`src/rtl/regfile_write_decode_pkg.sv`:
```
// Shared constants, FSM state type and zero-register index for the register file.
package regfile_write_decode_pkg;

    localparam int WIDTH     = 32;
    localparam int DEPTH     = 32;
    localparam int ADDR_BITS = 5;

    localparam logic [ADDR_BITS-1:0] ZERO_REG = '0;
    localparam logic [ADDR_BITS-1:0] LAST_REG = 5'(DEPTH - 1);
    localparam logic [ADDR_BITS-1:0] FIRST_CLR_REG = 5'd1;

    typedef enum logic {
        IDLE  = 1'b0,
        CLEAR = 1'b1
    } clr_state_t;

endpackage

```
`src/rtl/regfile_write_decode_dec.sv`:
```
// 5-to-32 one-hot decoder with enable; shared by the write and clear paths.
// Purely combinational, zero latency; no backpressure.
// All outputs are low when en_i is low.
module decoder1to32
    import regfile_write_decode_pkg::*;
(
    input  logic [ADDR_BITS-1:0] addr_i,
    input  logic                 en_i,
    output logic [31:0]          onehot_o
);

    always_comb begin
        onehot_o = '0;
        if (en_i) begin
            onehot_o[addr_i] = 1'b1;
        end
    end

endmodule

```
`src/rtl/regfile_write_decode.sv`:
```
// Two-read/one-write register file with constant-zero r0 and a sequential clear.
// Reads are combinational (0 cycles); writes commit on the next rising edge.
// While busy clearing, writes are dropped silently and clr_req is ignored.
module regfile_write_decode
    import regfile_write_decode_pkg::*;
#(
    parameter int WIDTH  = regfile_write_decode_pkg::WIDTH,
    parameter int DEPTH  = regfile_write_decode_pkg::DEPTH,
    parameter bit BYPASS = 1'b0
) (
    input  logic                 clk,
    input  logic                 reset_n,
    input  logic                 wr_enable,
    input  logic [ADDR_BITS-1:0] wr_addr,
    input  logic [WIDTH-1:0]     wr_data,
    input  logic                 clr_req,
    input  logic [ADDR_BITS-1:0] rd_addr1,
    input  logic [ADDR_BITS-1:0] rd_addr2,
    output logic [WIDTH-1:0]     rd_data1,
    output logic [WIDTH-1:0]     rd_data2,
    output logic                 busy
);

    clr_state_t           state_q;
    logic [ADDR_BITS-1:0] idx_q;
    logic                 busy_q;

    logic [WIDTH-1:0]     mem_q [DEPTH];

    logic                 wr_commit;
    logic [ADDR_BITS-1:0] dec_addr;
    logic                 dec_en;
    logic [WIDTH-1:0]     row_dat;
    logic [31:0]          row_en;

    // Writes to r0 never reach the decoder, so r0 stays zero without a special case.
    assign wr_commit = wr_enable && !busy_q && !clr_req && (wr_addr != ZERO_REG);

    assign dec_addr = busy_q ? idx_q : wr_addr;
    assign dec_en   = busy_q | wr_commit;
    assign row_dat  = busy_q ? '0 : wr_data;

    decoder1to32 u_dec (
        .addr_i   (dec_addr),
        .en_i     (dec_en),
        .onehot_o (row_en)
    );

    always_ff @(posedge clk or negedge reset_n) begin
        if (!reset_n) begin
            state_q <= IDLE;
            idx_q   <= FIRST_CLR_REG;
            busy_q  <= 1'b0;
        end else begin
            case (state_q)
                IDLE: begin
                    if (clr_req) begin
                        state_q <= CLEAR;
                        idx_q   <= FIRST_CLR_REG;
                        busy_q  <= 1'b1;
                    end
                end
                CLEAR: begin
                    if (idx_q == LAST_REG) begin
                        state_q <= IDLE;
                        idx_q   <= FIRST_CLR_REG;
                        busy_q  <= 1'b0;
                    end else begin
                        idx_q <= idx_q + 1'b1;
                    end
                end
            endcase
        end
    end

    always_ff @(posedge clk or negedge reset_n) begin
        if (!reset_n) begin
            for (int i = 0; i < DEPTH; i++) begin
                mem_q[i] <= '0;
            end
        end else begin
            for (int i = 1; i < DEPTH; i++) begin
                if (row_en[i]) begin
                    mem_q[i] <= row_dat;
                end
            end
        end
    end

    assign rd_data1 = (rd_addr1 == ZERO_REG) ? '0 :
                      (BYPASS && wr_commit && (rd_addr1 == wr_addr)) ? wr_data :
                      mem_q[rd_addr1];

    assign rd_data2 = (rd_addr2 == ZERO_REG) ? '0 :
                      (BYPASS && wr_commit && (rd_addr2 == wr_addr)) ? wr_data :
                      mem_q[rd_addr2];

    assign busy = busy_q;

endmodule
```
`config.mk`:
```
export PLATFORM = sky130hd
export DESIGN_NAME = regfile_write_decode
export DESIGN_NICKNAME = d
export VERILOG_FILES = /design/src/rtl/regfile_write_decode_pkg.sv /design/src/rtl/regfile_write_decode_dec.sv /design/src/rtl/regfile_write_decode.sv
export SDC_FILE = /design/constraint.sdc
export NUM_CORES = 2
export LEC_CHECK = 0
export ABC_AREA = 1
export CORE_MARGIN = 3
export CORE_UTILIZATION = 52
export DETAILED_ROUTE_END_ITERATION = 7
export HOLD_SLACK_MARGIN = 0.02
export PLACE_DENSITY_LB_ADDON = 0.2
export SETUP_SLACK_MARGIN = 0.15
export SYNTH_ARGS = -nofsm -noshare
export SYNTH_HDL_FRONTEND = slang
export SYNTH_SLANG_ARGS = --single-unit
```
`constraint.sdc`:
```
create_clock -name clk -period 1.95 [get_ports clk]
set_input_delay 0.39 -clock clk [delete_from_list [all_inputs] [get_ports clk]]
set_output_delay 0.39 -clock clk [all_outputs]
set_load 0.02 [all_outputs]
```
==> metrics.md <==
| Metric | Value |
|---|---|
| Status | finished, violations left |
| Failing checks | design-rule violations, negative setup slack |
| Routed Antenna Nets | 0 |
| First-pass GRT wire length | approximately 370,000 microns |
| Antenna violations before repair | 9 |
| Most common cell after layout, fill and taps aside | nand2_1 |
| Routed vias/inst | 6.22 |
| Final period util | 1.27 |
| Critical path required time | about 1600 ps |
| Arr. time, crit path | between 2000 and 2500 ps |
| Total GRT Usage | 0.408 |
| Synth Net Count | 8,666 |
| TritonCTS Sinks | 999 |
| Clock-pin slew on the worst setup and hold paths | approximately 60 ps |
| Core area | 109,000 sq um |
| Worst-Skew Late Latency | between 700 and 800 ps |
| Mapped Area | between 50,000 and 60,000 sq um |
| Switching power | ~38,000 uW |
| Final net count | a little over 9,000 |
| Max clock buf depth | 3 |
| Worst min-delay path class | in -> async |
| Reg2Reg Capture Point | mem_q[343] |
| Post-layout instance area | slightly below 80,000 sq um |
| Pint | between 50,000 and 60,000 uW |
| GP Congestion | around 1 |
| Flop2flop setup slack | -250 ps |
| First drt pass iteration count | 8 |
| Final Util | 0.707 |
| Vias in the first global route | 61,400 |
| P per Cell Area | roughly 1200 nW/um^2 |
| Sw Ratio | 0.398 |
| Syn avg cell area | approximately 6.7 sq um |
| Final setup violation count | 985 |
| Mapped Cells | 8,613 |
| FF-to-FF path depth | 12 |
| Drc violations | 6 |
| Vias | between 60,000 and 70,000 |
| Largest net degree at the start of global routing | roughly 110 |
| Die W | 339 microns |
| Clk pwr share | 0.236 |
| Overall Power | ~94,000 uW |
| WL per Instance | around 24 microns |
| Site row count | 121 |
| Critical Path Fanout Max | 3 |
| Placed instance area | between 60,000 and 70,000 sq um |
| Die Span Y | 339 microns |
| CP endpoint kind | output port |
| Root Driver | clkbuf_16 |
| Setup Skew | 13.0 ps |
| Max Cap Violations | 0 |
| Leading area contributor after synthesis | dfrtp_1 |
| Highest clock rate | 404 MHz |
| Top-area cell type share of the netlist area | 0.433 |
| Fin worst setup slack | -523 ps |
| CTS tree | built |
| Combinational share of power | 0.399 |
| Tmin final | approximately 2500 ps |
| Port Buffers | about 120 |
| GRT overflow | 0 |
| Max_slew headroom | 0.559 |
| Kind of start point of the critical path | register |
| Area contributors post-synth | dfrtp_1 43%, nand2_1 22%, nand3_1 15% |
| Sequential fraction of the synthesis area | 0.433 |
| Total CTS buffers | 111 |
| Synth Register Bits | between 900 and 1,000 |
| Ys Warns | 32 |
| WS Path Type | reg -> out |
| Final hold violation count | 0 |
| Library cells used by synthesis | 29 |
| Peak supply drop | approximately 0.0009 V |
| WHS | between 100 and 150 ps |
| Layout cells sized above 1 | 0.235 |
| RSZ-0062 raised after global routing | yes |
| Most frequent cells in the layout | 3,062 x nand2_1, 1,374 x nand3_1, 997 x dfrtp_1 |
| HPWL Detailed | 152,000 microns |
| Area delta synth->final | 34.1% |
| DR iter-0 viols | approximately 9,600 |
| Flop pwr share | 0.365 |
| P_leak | 0.0369 uW |
| IO Count | ~120 |
| Die ar. | around 110,000 sq um |
| Final wirelength | about 260,000 microns |
| Final Slew Violations | 0 |
| H-tree level count | 3 |
| Worst r2r src | busy |
| Starting Density | 0.527 |
| Worst-margin pin slew | around 660 ps |
[how the worst max path moves through the flow]
stage,slack (ps),end,startpoint
after floorplan,140,rd_data1[25],rd_addr1[0]
after global placement,-890,rd_data1[29],rd_addr1[0]
after detailed placement,-880,rd_data1[9],rd_addr1[0]
after CTS,-420,rd_data2[18],mem_q[562]
after global routing,-580,rd_data2[15],mem_q[367]
final,-520,rd_data2[15],mem_q[367]
[synthesized netlist by cell type]
master and count:
o21ai_0 721, buf_6 2, nor2_4 8, nand2_4 1
xnor2_1 1, or2_2 1, o21ai_1 21, buf_2 192
clkbuf_2 27, nor2_1 158, dfrtp_1 998, clkbuf_1 360
xor2_1 1, inv_1 625, o22ai_1 2, a21oi_1 256
buf_4 50, buf_1 60, nand3b_1 1, nand2_2 34
inv_2 5, a22oi_1 1, dfstp_2 1, clkinv_1 1
nand3_1 1730, nor2_2 1, nand2_1 3351, ha_1 2
o21ai_2 2
[worst max-delay path, cell delays in order, from the launching register on]
cell and delay [ps]:
dfrtp_1 390, inv_1 50, a21oi_1 160, nand3_1 110, nand3_2 130, nand3_4 170, nand2_2 170, buf_4 160
[kinds of logic after synthesis]
| logic type | after synthesis | share of synthesized area |
|---|---|---|
| compound gates | 1003 | 0.0872 |
| xor+xnor | 2 | 0.000304 |
| fa+ha+maj | 2 | 0.000434 |
| flops | 999 | 0.433 |
| simple gates | 5285 | 0.384 |
| buf+inv | 1322 | 0.0943 |
[cell type report]
| cell class | count | area (sq um) |
|---|---|---|
| Antenna cell | 6 | 15.0 |
| Clock inverter | 34 | 413 |
| Timing Repair Buffer | 1060 | 12900 |
| Fill cell | 8433 | 32100 |
| Multi-Input combinational cell | 6293 | 31400 |
| Inverter | 631 | 2430 |
| Tap cell | 1476 | 1850 |
| Clock buffer | 173 | 3410 |
| Sequential cell | 999 | 25000 |
[power by group through the flow]
stage | sequential, uW | combinational (uW) | clock, uW
floorplan | 32600 | 18600 | 0
global placement | 33800 | 28100 | 0
detailed placement | 34000 | 28900 | 0
CTS | 33900 | 32000 | 22200
global route | 35300 | 40800 | 23100
finish | 34500 | 37700 | 22300
[timing repair]
item / CTS / global route
hold buffers: 1 / 0
resized for setup: 921 / 675
gates cloned: 20 / 36
pin swaps: 303 / 340
buffers inserted: 60 / 114
hold endpoints to repair: 253 / 0
endpoints found under the setup margin: 1057 / 1057
[per-stage QoR]
stage	TNS, ps	cells	setup slack [ps]
2_1_floorplan	0	8613	143
3_3_place_gp	-450710	10200	-888
3_5_place_dp	-455300	10200	-884
4_1_cts	-24710	10500	-419
5_1_grt	-144990	10700	-584
6_report	-101050	10700	-523
[metal layers]
metal / track usage / routed length, microns / up-vias
met3: 0.108 / 39700 / 1399
met5: 0 / 11 / -
met4: 0.250 / 20100 / 2
met1: 0.531 / 90300 / 30800
met2: 0.609 / 108000 / 5544
li1: - / - / 28600
[sequential cells by signal, summed over array words and instances (netlist names)]
register / flops
state_q: 1
busy: 1
idx_q: 5
mem_q: 992
Note: power is estimated with default switching activity, not from simulation.
